**src/rtl/nibble_serial_alu_seq.sv**
```systemverilog
// nibble_serial_alu_seq: shared add/sub sequencer, one 4-bit lookahead group per clock
module nibble_serial_alu_seq #(
  parameter int WIDTH = 32
) (
  input  logic             clk,
  input  logic             reset,
  input  logic             req,
  input  logic [1:0]       op,
  input  logic [WIDTH-1:0] a,
  input  logic [WIDTH-1:0] b,
  input  logic             cin,
  output logic             ready,
  output logic             done,
  output logic [WIDTH-1:0] result,
  output logic             cout,
  output logic             ovf,
  output logic             zero
);
  localparam int N = WIDTH / 4;
  localparam int CW = N > 1 ? $clog2(N) : 1;
  localparam logic [1:0] IDLE = 2'd0, RUN = 2'd1, DONE = 2'd2;
  logic [1:0] state_q, state_d;
  logic [CW-1:0] cnt_q, cnt_d;
  logic [WIDTH-1:0] opa_q, opa_d, opb_q, opb_d, result_q, result_d;
  logic carry_q, carry_d, cmsb_q, cmsb_d, vld_q, vld_d, last;
  logic [3:0] an, bn, g, p, s;
  logic [4:0] c;
  always_comb begin
    an = opa_q[4*cnt_q +: 4];
    bn = opb_q[4*cnt_q +: 4];
    g = an & bn;
    p = an | bn;
    c[0] = carry_q;
    c[1] = g[0] | (p[0] & c[0]);
    c[2] = g[1] | (p[1] & g[0]) | (p[1] & p[0] & c[0]);
    c[3] = g[2] | (p[2] & g[1]) | (p[2] & p[1] & g[0]) | (p[2] & p[1] & p[0] & c[0]);
    c[4] = g[3] | (p[3] & g[2]) | (p[3] & p[2] & g[1]) | (p[3] & p[2] & p[1] & g[0])
         | (p[3] & p[2] & p[1] & p[0] & c[0]);
    s = an ^ bn ^ c[3:0];
    last = cnt_q == CW'(N - 1);
    state_d = state_q;
    cnt_d = cnt_q;
    opa_d = opa_q;
    opb_d = opb_q;
    result_d = result_q;
    carry_d = carry_q;
    cmsb_d = cmsb_q;
    vld_d = vld_q;
    if (state_q == IDLE && req) begin
      opa_d = a;
      opb_d = op[0] ? ~b : b;
      carry_d = op[1] ? cin : op[0];
      cnt_d = '0;
      result_d = '0;
      vld_d = 1'b0;
      state_d = RUN;
    end else if (state_q == RUN) begin
      result_d[4*cnt_q +: 4] = s;
      carry_d = c[4];
      cnt_d = last ? cnt_q : cnt_q + 1'b1;
      cmsb_d = last ? c[3] : cmsb_q;
      vld_d = last;
      state_d = last ? DONE : RUN;
    end else if (state_q == DONE) begin
      state_d = IDLE;
    end
  end
  always_ff @(posedge clk) begin
    if (reset) begin
      state_q <= IDLE;
      cnt_q <= '0;
      opa_q <= '0;
      opb_q <= '0;
      result_q <= '0;
      carry_q <= 1'b0;
      cmsb_q <= 1'b0;
      vld_q <= 1'b0;
    end else begin
      state_q <= state_d;
      cnt_q <= cnt_d;
      opa_q <= opa_d;
      opb_q <= opb_d;
      result_q <= result_d;
      carry_q <= carry_d;
      cmsb_q <= cmsb_d;
      vld_q <= vld_d;
    end
  end
  // flags are gated by vld_q so they read 0 from accept until the op completes
  assign ready = state_q == IDLE;
  assign done = state_q == DONE;
  assign result = result_q;
  assign cout = vld_q & carry_q;
  assign ovf = vld_q & (cmsb_q ^ carry_q);
  assign zero = vld_q & ~|result_q;
endmodule

```
**config.mk**
```make
export PLATFORM = sky130hd
export DESIGN_NAME = nibble_serial_alu_seq
export DESIGN_NICKNAME = d
export VERILOG_FILES = /design/src/rtl/nibble_serial_alu_seq.sv
export SDC_FILE = /design/constraint.sdc
export NUM_CORES = 1
export LEC_CHECK = 0
export CORE_MARGIN = 3
export CORE_UTILIZATION = 55
export DETAILED_ROUTE_END_ITERATION = 8
export GPL_TIMING_DRIVEN = 0
export PLACE_DENSITY = 0.85
export SYNTH_ARGS = -nofsm -noshare
export SYNTH_HDL_FRONTEND = slang
export SYNTH_SLANG_ARGS = --single-unit
```
**constraint.sdc**
```tcl
create_clock -name clk -period 6.55 [get_ports clk]
set_input_delay 1.965 -clock clk [delete_from_list [all_inputs] [get_ports clk]]
set_output_delay 1.965 -clock clk [all_outputs]
set_load 0.005 [all_outputs]
```
Word-level counts from Yosys, hierarchy flattened
Cells that the tools add are included.

word-level totals
  bits in registers = 104
  logic and storage cells = 74

cells by class
  $add $sub $neg = 2
  eq/ne operators = 3
  shifts and indexed selects = 4
  mux-type cells = 9
  bitwise operators = 37
  reductions and logical operators = 10

operators by type and width
  operator                 count
  $shiftx 32x6->4          2
  $neg 5->34               1
  $shift 4x34->32 const A  1
  $shiftx 4x34->32         1
  $bwmux 32                1
  $mux 32                  1
  $not 32->32              1
  $reduce_or 32->1         1
  $and 1x1->1              19
  $or 1x1->1               10
  $xor 4x4->4              2
  $mux 2                   3
  $and 4x4->4              1
  $mux 1                   4
  $or 4x4->4               1
  $reduce_bool 2->1        2
  $add 3x1->3 const B      1
  $eq 3x3->1 const B       1
  $reduce_and 3->1         1
  $reduce_bool 3->1        1
  $eq 2x1->1 const B       1
  $eq 2x2->1 const B       1
  $logic_not 2->1          1
  $not 1->1                2
  other kinds (5)          5

Logic depth before layout (Yosys ltp)
  depth after elaboration = 9
  depth in mapped cells = 13
  depth with buffers taken out = 10

Worst setup path after synthesis
Ideal clock, no wire load.

  path kind = input to register
  start = in reset
  end = reg result_q[3] (netlist: result[3])
  data arrival time = 2.808 ns
  data required time = 6.428 ns
  slack = 3.620 ns
  cell stages on the path = 5
  buffers on the path = 2
  cells stage by stage = clkbuf_1 -> nand2b_1 -> clkbuf_1 -> nor4_1 -> a311o_1

on the way
  longest elaborated chain between the ends = 1

ends and longest elaborated chain
  what                              RTL line  RTL
  start: declaration                6         input logic reset,
  $reduce_or 2->1 (no source line)  n/a
  end signal: assignment            83        result_q <= result_d;
  end: declaration                  24        logic [WIDTH-1:0] opa_q, opa_d, opb_q, opb_d, result_q, result_d;

Every way passes these cells.
A chain may end at the register's enable or synchronous reset.

Worst setup path after layout
  start = reg result_q[19] (netlist: result[19])
  end = out zero

on the way
  longest elaborated chain between the ends = 3

ends and longest elaborated chain
  what              RTL line  RTL
  $reduce_or 32->1  95        assign zero = vld_q & ~|result_q;
  $logic_not 1->1   95
  $and 1x1->1       95
  end: declaration  17        output logic zero

Every way passes these cells.

==> metrics.md <==
| Metric | Value |
|---|---|
| Design Area, Final | 6421 um2 |
| Syn Nets | ~660 |
| Initial Util | about 57% |
| Post-synth EDFFs | 0 |
| Die Area | 10,390 um2 |
| Net Sw Power | approximately 420 uW |
| Min-delay worst type | flop to flop |
| Layout cells sized above 1 | under 10% |
| Relative slew slack | 49.63% |
| Worst-Margin Slew | approximately 0.75 ns |
| Antenna Nets Post-Route | 0 |
| CTS Buf Count | 9 |
| Area grow syn2layout | 26.87% |
| Root Driver | clkbuf_8 |
| Die Wd | between 100 and 150 um |
| Comb pwr share | 21.0% |
| Cell count after synthesis | about 570 |
| Post-CTS Resized | 0 |
| Largest net degree at the start of global routing | 20 |
| Netlist cell types | 54 |
| Clock transition at path regs | 0.10 ns |
| Period minus WS final | about 4 ns |
| RSZ-0062 raised after global routing | no |
| IO Pins | ~110 |
| Seq cells post-synth | roughly 100 |
| PortBufs | 104 |
| TritonCTS clock tree | yes |
| DP Wirelength | between 10,000 and 15,000 um |
| Async SR Flop Fraction | 0% |
| Cell accounting for the most synthesized area | dfxtp_1 |
| Most frequent cells in the layout | dfxtp_1, clkdlybuf4s50_1, nand2_1 |
| Final net count | 772 |
| Clock sinks | about 100 |
| Vias | between 4,000 and 5,000 |
| Synth Cell Area | between 5000 and 6000 um2 |
| Worst hold path depth | 2 |
| Most area-consuming cells after synthesis | dfxtp_1, nand2_1, mux4_2 |
| Final setup margin | roughly 2.6 ns |
| Overflow after GRT | 0 |
| P_leak | roughly 2.3 nW |
| Synth Flop Type | dfxtp_1 |
| Layout Cells excl Fill | around 800 |
| PwrDens | about 210 nW/um2 |
| FF-to-FF Start | cnt_q[1]$_SDFFE_PP0P_ |
| Final WL | ~13,000 um |
| Mapped Avg Cell Area | approximately 9 um2 |
| Clock Path Buffers | 2 |
| CP Capture Type | output pin |
| Slew Viols, Final | 0 |
| Setup bufs post-CTS | 0 |
| Fmax | roughly 250 MHz |
| Crit-path slowest cell | clkdlybuf4s50_1 |
| Number of detailed-routing iterations run before antenna repair | 5 |
| Fin. Hold Viols | 0 |
| Setup Skew | approximately 0.016 ns |
| Crit start category | flop |
| CP Depth | 4 |
| Hold path startpoint | opa_q[3]$_SDFFE_PP0P_ |
| Avg WL per Cell | between 15 and 20 um |
| Row count | 34 |
| Clock H-tree levels | 3 |
| Switch share | between 30 and 40% |
| Cells on worst reg2reg path | 11 |
| R2R setup slack | roughly 3.2 ns |
| Vias in the first global route | about 4,500 |
| Slowest stage delay, CP | around 0.54 ns |
| Initial DRC count | around 240 |
| Clock share of power | between 20% and 30% |
| Die Ht | approximately 100 um |
| GRT Overall Usage | between 20% and 30% |
| Crit-path leading delay family | simple AND/OR/NAND/NOR gates |
| Final Cycle Share | between 60 and 70% |
| Worst path cell trace | nor4_1 -> nand4_1 -> nor3_1 -> clkdlybuf4s50_1 |
| Post-CTS Hold Buffers | 0 |
| Skew-Pair Late Insertion Delay | 0.38 ns |
| Antenna diodes | 0 |
| Setup TNS | 0 ns |
| Ys Warns | 0 |
| Layout Utilization | 72.57% |
| Req. time, crit path | around 4.6 ns |
| First-pass GRT wire length | around 22,000 um |
| Via density | roughly 5.8 |
| R2R Path End | result[9]$_SDFFE_PP0P_ |
| Worst endpoint data arrival time | around 2.0 ns |
| Part of the power in registers | 50.4% |
| Cells after DPL | between 700 and 800 |
| RD Place Congestion | slightly above 0.9 |
| Yosys top cell area share | between 40% and 50% |
| Drc violations | 0 |
| Post-place instance area | ~6200 um2 |
| Status | finished clean |
| Core Region | around 9000 um2 |
| Crit-path max FO | 3 |
| Critical path class | flop to output pin |
| CP Buf/Inv Count | 1 |
| WHS Endpoint | opa_q[3]$_SDFFE_PP0P_ |
| Placement Setup Slack | between 2 and 3 ns |
| Antenna violations before repair | 0 |
| Final Setup Violations | 0 |
| Sequential share of the synthesized area | between 40% and 50% |
| Max-cap viol count | 0 |
| Int Power | 946.2 uW |
| Max VDD drop | ~0.12 mV |
-- Yosys cell counts (3+ instances only) --
cell        n
buf_2      14
nor3_1     10
nand4_1     4
mux4_2     15
a21oi_1    40
nor4_1      7
inv_1      13
buf_1       8
nor2_1     60
and2_1     12
nand2_1    98
ha_1       15
dfxtp_1   104
o211ai_1    3
xnor2_1    34
nand3_1    27
mux2i_1    10
o21ai_0     4
a211oi_1   36
clkbuf_1   15
-- power by group through the flow --
stage / clock network [mW] / logic (mW) / registers [mW]
2_1_floorplan: 0 / 0.184 / 0.696
3_3_place_gp: 0 / 0.275 / 0.700
3_5_place_dp: 0 / 0.284 / 0.703
4_1_cts: 0.391 / 0.285 / 0.688
5_1_grt: 0.413 / 0.311 / 0.692
6_report: 0.391 / 0.286 / 0.689
-- area by class of cell --
| type | instances | area (um2) |
|---|---|---|
| buffer | 40 | 186.4 |
| clock buffer | 9 | 123.9 |
| clock inverter | 7 | 60.06 |
| fill | 691 | 2427 |
| inverter | 15 | 56.30 |
| multi-input combinational | 412 | 2736 |
| sequential | 104 | 2082 |
| tap | 108 | 135.1 |
| timing repair buffer | 104 | 1041 |
-- logic make-up after synthesis --
kind of cell	after synthesis	share of synthesized area [%]
buffers and inverters	55	4.796
XOR/XNOR	36	6.378
AND/OR/NAND/NOR	240	21.93
multiplexers	27	9.394
adder cells (fa/ha/maj)	16	4.104
flip-flops	104	41.14
AO/OA/AOI/OAI	93	12.26
-- worst register-to-register path, stage by stage, from the launching register on --
cell	delay, ns
dfxtp_1	0.35
buf_2	0.30
buf_2	0.33
mux4_2	0.37
nand2_1	0.08
and2_1	0.15
inv_1	0.08
fa_1	0.40
xnor2_1	0.63
nor3_1	0.24
mux2i_1	0.20
nor2_1	0.05
-- through the flow --
step           hold slack, ns  total power, mW
3_3_place_gp           0.4406           0.9757
3_5_place_dp           0.4477           0.9865
5_1_grt                0.4776            1.417
2_1_floorplan          0.4315           0.8795
4_1_cts                0.4617            1.364
6_report               0.4608            1.365
-- per-layer routing --
metal  GRT usage [%]  up-vias  share of wire, %
met5               0        -                 0
li1                -     2187                 -
met3           3.959       29               8.3
met1           34.66     2171                41
met4           11.40        0               2.4
met2           43.66      208                48
-- sequential cells by signal, summed over array words and instances (netlist names) --
signal   cells
opb_q       32
cmsb_q       1
carry_q      1
cnt_q        3
state_q      2
vld_q        1
opa_q       32
result      32
-- worst max-delay path by stage --
stage | startpoint | end | slack, ns
final | result[19]$_SDFFE_PP0P_ | zero | 2.57
after global routing | result[19]$_SDFFE_PP0P_ | zero | 2.38
after CTS | result[19]$_SDFFE_PP0P_ | zero | 2.52
after detailed placement | req | result[5]$_SDFFE_PP0P_ | 2.68
after global placement | req | result[13]$_SDFFE_PP0P_ | 2.75
after floorplan | reset | result[3]$_SDFFE_PP0P_ | 3.62
Power figures use the tool's default switching activity.
